[src/rtl/ecc32_decode.sv]
// SEC-DED decoder/corrector for the 32-data + 7-check Hamming code produced by ecc32_encode.
// Three register stages (capture, syndrome, classify/correct) plus saturating error-event counters.
module ecc32_decode #(
    parameter int CNT_W = 16
) (
    input  logic             clk,
    input  logic             rst,
    input  logic [31:0]      dec_in,
    input  logic [6:0]       parity_in,
    input  logic             valid_in,
    input  logic             cnt_clr,
    output logic [31:0]      dec_out,
    output logic             valid_out,
    output logic             err_single,
    output logic             err_double,
    output logic [6:0]       err_syndrome,
    output logic [CNT_W-1:0] sec_cnt,
    output logic [CNT_W-1:0] ded_cnt
);

    // Handshake: valid-only streaming. A word is accepted on any rising edge where
    // valid_in=1; there is no ready, so the source may present one word every cycle.
    // valid_out is a one-cycle qualifier for dec_out, err_* and err_syndrome.

    // Hamming position of data bit idx: the idx-th integer >= 3 that is not a power of two.
    function automatic logic [5:0] data_pos(input int idx);
        int         cnt;
        logic [5:0] res;
        cnt = 0;
        res = '0;
        for (int n = 3; n < 39; n++) begin
            if ((n & (n - 1)) != 0) begin
                if (cnt == idx) res = 6'(n);
                cnt++;
            end
        end
        return res;
    endfunction

    function automatic logic [5:0] calc_chk(input logic [31:0] d);
        logic [5:0] c;
        c = '0;
        for (int i = 0; i < 32; i++) begin
            c = c ^ ({6{d[i]}} & data_pos(i));
        end
        return c;
    endfunction

    localparam logic [CNT_W-1:0] CNT_MAX = {CNT_W{1'b1}};

    logic [31:0] s1_data;
    logic [6:0]  s1_par;
    logic        s1_valid;

    logic [31:0] s2_data;
    logic [5:0]  s2_syn;
    logic        s2_overall;
    logic        s2_valid;

    logic [31:0] flip_mask;
    logic [31:0] corrected;
    logic        class_single;
    logic        class_double;

    // Stage 1: capture raw word.
    always_ff @(posedge clk) begin
        if (rst) begin
            s1_data  <= '0;
            s1_par   <= '0;
            s1_valid <= 1'b0;
        end else begin
            s1_data  <= dec_in;
            s1_par   <= parity_in;
            s1_valid <= valid_in;
        end
    end

    // Stage 2: syndrome and overall parity over all 39 received bits.
    always_ff @(posedge clk) begin
        if (rst) begin
            s2_data    <= '0;
            s2_syn     <= '0;
            s2_overall <= 1'b0;
            s2_valid   <= 1'b0;
        end else begin
            s2_data    <= s1_data;
            s2_syn     <= calc_chk(s1_data) ^ s1_par[5:0];
            s2_overall <= (^s1_data) ^ (^s1_par);
            s2_valid   <= s1_valid;
        end
    end

    // Syndromes 1..38 with odd overall parity are exactly the correctable positions;
    // 0 points at the overall parity bit, powers of two at check bits, neither touches data.
    always_comb begin
        flip_mask = '0;
        for (int i = 0; i < 32; i++) begin
            if (s2_syn == data_pos(i)) flip_mask[i] = 1'b1;
        end
        class_single = s2_overall && (s2_syn <= 6'd38);
        class_double = (s2_overall && (s2_syn > 6'd38)) ||
                       (!s2_overall && (s2_syn != 6'd0));
        corrected    = class_single ? (s2_data ^ flip_mask) : s2_data;
    end

    // Stage 3: data/syndrome hold between valid words; flags are qualified pulses.
    always_ff @(posedge clk) begin
        if (rst) begin
            dec_out      <= '0;
            err_syndrome <= '0;
            valid_out    <= 1'b0;
            err_single   <= 1'b0;
            err_double   <= 1'b0;
        end else begin
            valid_out  <= s2_valid;
            err_single <= s2_valid && class_single;
            err_double <= s2_valid && class_double;
            if (s2_valid) begin
                dec_out      <= corrected;
                err_syndrome <= {s2_overall, s2_syn};
            end
        end
    end

    // Counters: clear wins over a coincident event; saturate at all-ones.
    always_ff @(posedge clk) begin
        if (rst || cnt_clr) begin
            sec_cnt <= '0;
            ded_cnt <= '0;
        end else begin
            if (s2_valid && class_single && (sec_cnt != CNT_MAX)) sec_cnt <= sec_cnt + CNT_W'(1);
            if (s2_valid && class_double && (ded_cnt != CNT_MAX)) ded_cnt <= ded_cnt + CNT_W'(1);
        end
    end

endmodule

[config.mk]
export PLATFORM = sky130hd
export DESIGN_NAME = ecc32_decode
export DESIGN_NICKNAME = d
export VERILOG_FILES = /design/src/rtl/ecc32_decode.sv
export SDC_FILE = /design/constraint.sdc
export NUM_CORES = 1
export LEC_CHECK = 0
export CORE_MARGIN = 3
export CORE_UTILIZATION = 50
export DETAILED_ROUTE_END_ITERATION = 8
export PLACE_DENSITY_LB_ADDON = 0.12
export SYNTH_ARGS = -nofsm -noshare
export SYNTH_HDL_FRONTEND = slang
export SYNTH_SLANG_ARGS = --single-unit
[constraint.sdc]
create_clock -name clk -period 2.9 [get_ports clk]
set_input_delay 0.725 -clock clk [delete_from_list [all_inputs] [get_ports clk]]
set_output_delay 0.725 -clock clk [all_outputs]
set_load 0.01 [all_outputs]
==> impl_metrics.py, run 1 <==
metrics = {
    "finish": {
        "areaGrowthSynthToFinish_pct": 28.4,
        "nets": 801,
        "final_common_cell": "dfxtp_1",
        "most-common-layout-cells": "153 x dfxtp_1, 115 x clkdlybuf4s50_1, 81 x nor2b_1",
        "n_fill_cell": 1006,
        "instances_no_fill": 937,
        "layout-drive-gt1-share": 0.0572,
        "n_antenna_cell": 0,
    },
    "critical_path": {
        "critPathKind": "flop to flop",
        "slowest_delay_ps": 650,
        "worstPathArrival_ps": 2780,
        "critPathCaptureType": "flop",
        "crit_fanout": 17,
        "cp.required_ps": 3240,
        "critPathSlowestCell": "or4_1",
        "crit_chain": "a311oi_2, o21ai_1, nand3_1, or4_1, a21oi_1",
        "start_kind": "flop",
        "worst-path-buf-inv": 0,
        "cpLargestDelayFamily": "simple AND/OR/NAND/NOR gates",
    },
    "floorplan": {
        "chipWidth_um": 120,
        "fp.dieH_um": 120,
        "start_util": 0.526,
        "ios": 117,
        "coreArea_um2": 12300,
        "die-area_um2": 14400,
        "fp-row-count": 40,
    },
    "clock_tree": {
        "cts_setup_buffers": 0,
        "cts.htree.levels": 4,
        "cts_buffers": 17,
        "ctsRootBufferMaster": "clkbuf_16",
        "clk_latency_ps": 420,
        "cts_tree": "yes",
        "ctsResizeCount": 0,
        "clkTransAtPathRegs_ps": 60,
        "clock_path_buffers": 2,
        "ctsHoldBuffers": 0,
        "cts.sinks": 154,
    },
    "sta": {
        "setup_tns_ps": 0,
        "finalCritPeriodShare": 0.839,
        "setup-violations-final": 0,
        "grt_setup_unrepaired": "false",
        "min_period_ps": 2430,
        "finalHoldViolCount": 0,
        "finalMaxSlewViolations": 0,
        "slew_headroom": 0.396,
        "worst_pin_slew_ps": 901,
        "max_freq_mhz": 411,
        "fin_worst_skew_ps": 5.14,
    },
    "detailed_routing": {
        "drtIter0Drc": 380,
        "drc": 0,
        "vias": 4775,
        "routed_wl_mm": 14.2,
        "firstDrtPassIters": 4,
        "vias_per_cell": 5.10,
        "wire_per_inst_um": 15.1,
        "ant_nets": 0,
    },
    "global_routing": {
        "grt_pass1_vias": 4569,
        "grtUsageTotal": 0.198,
        "antenna_found_initial": 0,
        "grt_pass1_wl_mm": 22.6,
        "grt_max_degree": 91,
        "gr-total-overflow": 0,
    },
    "power": {
        "power.density_nw_per_um2": 663,
        "p_sw_mw": 1.49,
        "p_leak_nw": 2.96,
        "seqPwrFrac": 0.442,
        "irDropWorstVdd_mv": 0.476,
        "p_clk_frac": 0.393,
        "finalPower_mw": 5.52,
        "pwr-share-comb": 0.165,
        "p_sw_frac": 0.269,
        "p_int_mw": 4.03,
    },
    "place": {
        "hpwl_mm": 10.3,
        "placed_cells": 905,
        "port_buffers": 116,
        "place.gp.congestion": 0.860,
    },
    "job": {
        "drv_cap": 0,
    },
    "yosys": {
        "synth_fp_nets": 701,
        "synth-main-ff-cell": "dfxtp_1",
        "syn_area_per_cell_um2": 9.87,
        "ys_ff_latch": 154,
        "synth-edff-count": 0,
        "synth_warnings": 0,
        "ys_seq_area_frac": 0.476,
        "async_flop_share": 0,
        "synthDistinctLibCells": 44,
        "synth_area_um2": 6480,
        "synthCells": 656,
    },
    "run_status": {
        "status": "completed",
    },
    "hold_path": {
        "hp-class": "flop to flop",
    },
}
final timing paths:
| kind | startpoint | endpoint | slack (ps) | depth (start not counted) |
|---|---|---|---|---|
| worst max-delay path | s2_syn[0] | ded_cnt[5] | 470 | 5 |
| worst min-delay path | s1_valid | s2_valid | 430 | 1 |
| worst max register to register | s2_syn[0] | ded_cnt[5] | 470 | 5 |
| worst min register to register | s1_valid | s2_valid | 430 | 1 |
final cells by class:
type	instances	area, um^2	area share
well taps	168	210	0.0253
inverters	6	22.5	0.00271
flip-flops and latches	154	3080	0.371
clock inverters	13	144	0.0173
multi-input cells	459	3230	0.388
repair buffers	118	1190	0.143
clock buffers	19	443	0.0532
metal layers:
layer,GRT usage,share of wire,up-vias
met1,0.267,0.49,2202
li1,-,-,2452
met5,0,0,-
met2,0.315,0.46,108
met4,0.0630,0.0093,0
met3,0.0500,0.044,13
flip-flops by register name (all words and copies together) (netlist names), 6 cells and up:
| register | cells |
|---|---|
| dec_out | 32 |
| s2_data | 32 |
| err_syndrome | 7 |
| s2_syn | 6 |
| s1_par | 7 |
| ded_cnt | 16 |
| sec_cnt | 16 |
| s1_data | 32 |
cells in the mapped netlist, types with 7 or more instances:
master / number / area (um^2)
dfxtp_1: 154 / 3080
nor2b_1: 81 / 507
nor2_1: 68 / 255
xnor2_1: 45 / 394
xor2_1: 40 / 350
clkbuf_1: 29 / 109
a211oi_1: 27 / 203
nand2_1: 23 / 86.3
nand3_1: 20 / 100
or3_1: 14 / 87.6
a21oi_1: 12 / 60.1
and3_1: 12 / 75.1
mux2i_1: 12 / 120
xnor3_1: 11 / 248
o21ai_0: 10 / 50.1
nand4_1: 9 / 56.3
nor4_1: 9 / 56.3
nor3_1: 7 / 35.0
o2111ai_1: 7 / 61.3
o31ai_1: 7 / 52.6
or4_1: 7 / 52.6
kinds of logic after synthesis:
| group | share of synthesized area |
|---|---|
| and+or+nand+nor | 0.225 |
| DFF | 0.476 |
| xor gates and xnor gates | 0.168 |
| AOI/OAI and AO/OA | 0.0833 |
| buffers and inverters | 0.0257 |
| muxes | 0.0185 |
| adders and majority gates | 0.00386 |
power groups by stage:
stage	clock, mW	sequential (mW)	combinational, mW
after floorplan	0	2.38	0.735
after global placement	0	2.47	0.901
after detailed placement	0	2.48	0.913
after CTS	2.21	2.44	0.916
after global routing	2.30	2.46	0.988
final	2.17	2.44	0.909
per-stage QoR:
step / utilization / cell area, um^2 / hold slack [ps] / setup slack (ps)
after floorplan: - / 6480 / 414 / 1060
after global placement: 0.628 / 7730 / 429 / 645
after detailed placement: 0.628 / 7730 / 426 / 499
after CTS: 0.676 / 8320 / 439 / 486
after global routing: 0.676 / 8320 / 456 / 244
final: 0.676 / 8320 / 434 / 466
Power figures use the tool's default switching activity.
==> run 2: changes to the inputs <==
Settings changed: CORE_UTILIZATION 50 to 47.
Clock period 2.9 ns to 2.1 ns, I/O delays scaled along.
==> impl_metrics.py, run 2 (synthesis results as in run 1) <==
metrics = {
    "detailed_routing": {
        "routed_wl_mm": 14.4,
        "wl_met3_um": 725,
        "wire_per_inst_um": 15.1,
        "ant_nets": 0,
        "top_layer_used": "met4",
        "wl_met1_mm": 6.87,
        "firstDrtPassIters": 5,
        "wl_met2_mm": 6.69,
        "drc": 0,
        "drtIter0Drc": 450,
        "vias_per_cell": 5.08,
        "vias": 4858,
    },
    "power": {
        "p_leak_nw": 3.07,
        "finalPower_mw": 8.11,
        "p_sw_frac": 0.256,
        "power.density_nw_per_um2": 954,
        "seqPwrFrac": 0.403,
        "pwr-share-comb": 0.178,
        "irDropWorstVdd_mv": 0.615,
        "p_sw_mw": 2.07,
        "p_clk_frac": 0.419,
        "p_int_mw": 6.03,
    },
    "job": {
        "drv_cap": 0,
    },
    "critical_path": {
        "critPathSlowestCell": "or4_1",
        "critPathCaptureType": "flop",
        "crit_fanout": 9,
        "start_kind": "flop",
        "worstPathArrival_ps": 2380,
        "worst-path-buf-inv": 0,
        "cp.required_ps": 2450,
        "crit_chain": "ha_1, nand3_1, nand4bb_2, or4_1, a21oi_1",
        "cpLargestDelayFamily": "simple AND/OR/NAND/NOR gates",
        "r2r_slack_ps": 70,
        "slowest_delay_ps": 540,
        "critPathKind": "flop to flop",
    },
    "global_routing": {
        "grt_pass1_vias": 4536,
        "gr-total-overflow": 0,
        "grt_max_degree": 123,
        "grtUsageTotal": 0.195,
        "antenna_found_initial": 0,
        "grt_pass1_wl_mm": 23.1,
    },
    "place": {
        "port_buffers": 116,
        "place.gp.congestion": 0.849,
        "placed_cell_area_um2": 7820,
        "hpwl_mm": 10.5,
        "placed_cells": 924,
    },
    "sta": {
        "finalMaxSlewViolations": 0,
        "max_freq_mhz": 492,
        "grt_setup_unrepaired": "true",
        "setup-violations-final": 0,
        "min_period_ps": 2030,
        "worst_pin_slew_ps": 681,
        "finalHoldViolCount": 0,
        "fin_worst_skew_ps": 5.92,
        "finalCritPeriodShare": 0.968,
        "slew_headroom": 0.546,
    },
    "floorplan": {
        "fp.dieH_um": 123,
        "ios": 117,
        "die-area_um2": 15200,
        "coreArea_um2": 13300,
        "start_util": 0.485,
        "fp-row-count": 42,
        "chipWidth_um": 123,
    },
    "run_status": {
        "status": "completed",
    },
    "clock_tree": {
        "cts_buffers": 17,
        "ctsRootBufferMaster": "clkbuf_16",
        "cts.sinks": 154,
        "clock_path_buffers": 2,
        "clk_latency_ps": 420,
        "cts_setup_buffers": 0,
        "clkTransAtPathRegs_ps": 60,
        "cts_tree": "yes",
        "cts.htree.levels": 4,
    },
    "finish": {
        "areaGrowthSynthToFinish_pct": 31.1,
        "top_regs": "dec_out x32, s1_data x32, s2_data x32",
        "final_area_um2": 8490,
        "n_antenna_cell": 0,
        "instances_no_fill": 956,
        "most-common-layout-cells": "153 x dfxtp_1, 115 x clkdlybuf4s50_1, 81 x nor2b_1",
        "final_common_cell": "dfxtp_1",
        "nets": 812,
        "layout-drive-gt1-share": 0.0731,
    },
    "hold_path": {
        "hp-class": "primary input to flop",
    },
}
run 2: cell count changes in the layout (fill, tap and decap cells not counted):
cell	change
buf_4	+11
bufinv_16	+3
clkbuf_1	-1
clkbuf_8	+1
clkinvlp_4	-4
inv_6	+1
nand4bb_1	-1
nand4bb_2	+1
run 2: area by class of cell:
type                       count  area, um^2
clock inverter                13         213
timing repair buffer         129        1270
clock buffer                  19         453
fill                        1143        4850
multi-input combinational    459        3230
sequential                   154        3080
inverter                       6        22.5
tap                          176         220
run 2: per-stage QoR:
stage,setup WS (ps),hold slack [ps],util,setup TNS (ps)
2_1_floorplan,261,414,-,0
3_3_place_gp,199,430,0.586,0
3_5_place_dp,23.7,436,0.586,0
4_1_cts,75.9,433,0.636,0
5_1_grt,-42.9,451,0.636,-86.9
6_report,66.9,435,0.636,0
run 2: power by group through the flow:
stage | Clock [mW] | Sequential [mW] | Combinational (mW)
after floorplan | 0 | 3.29 | 1.01
after global placement | 0 | 3.32 | 1.42
after detailed placement | 0 | 3.33 | 1.44
after CTS | 3.45 | 3.26 | 1.45
after global routing | 3.58 | 3.28 | 1.57
final | 3.40 | 3.26 | 1.45
run 2: per-layer routing:
metal	track usage	vias to the layer above
met5	0	-
li1	-	2484
met3	0.0480	12
met2	0.299	130
met4	0.0561	0
met1	0.274	2232
run 2: final timing paths:
| kind | start | to | cells after the start |
|---|---|---|---|
| worst max-delay path | ded_cnt[0] | ded_cnt[14] | 5 |
| worst max register to register | ded_cnt[0] | ded_cnt[14] | 5 |
| worst min register to register | s1_valid | s2_valid | 1 |
| worst min-delay path | rst | ded_cnt[9] | 3 |
run 2: what timing repair did:
action | CTS | global route
setup endpoints to repair | 1 | 3
gates resized for setup | 1 | 0
hold buffers | 0 | 0
run 2: worst reg2reg max path, delay by kind of cell, from the launching register on:
family | cells | cell delay (ps)
compound gates | 1 | 140
fa+ha+maj | 1 | 250
flops | 1 | 430
simple gates | 3 | 1150
==> run 3: changes to the inputs <==
Settings changed: CAP_MARGIN set to 20.
==> results of run 3 <==
Final layout, timing and power as in run 2 (identical DEF).
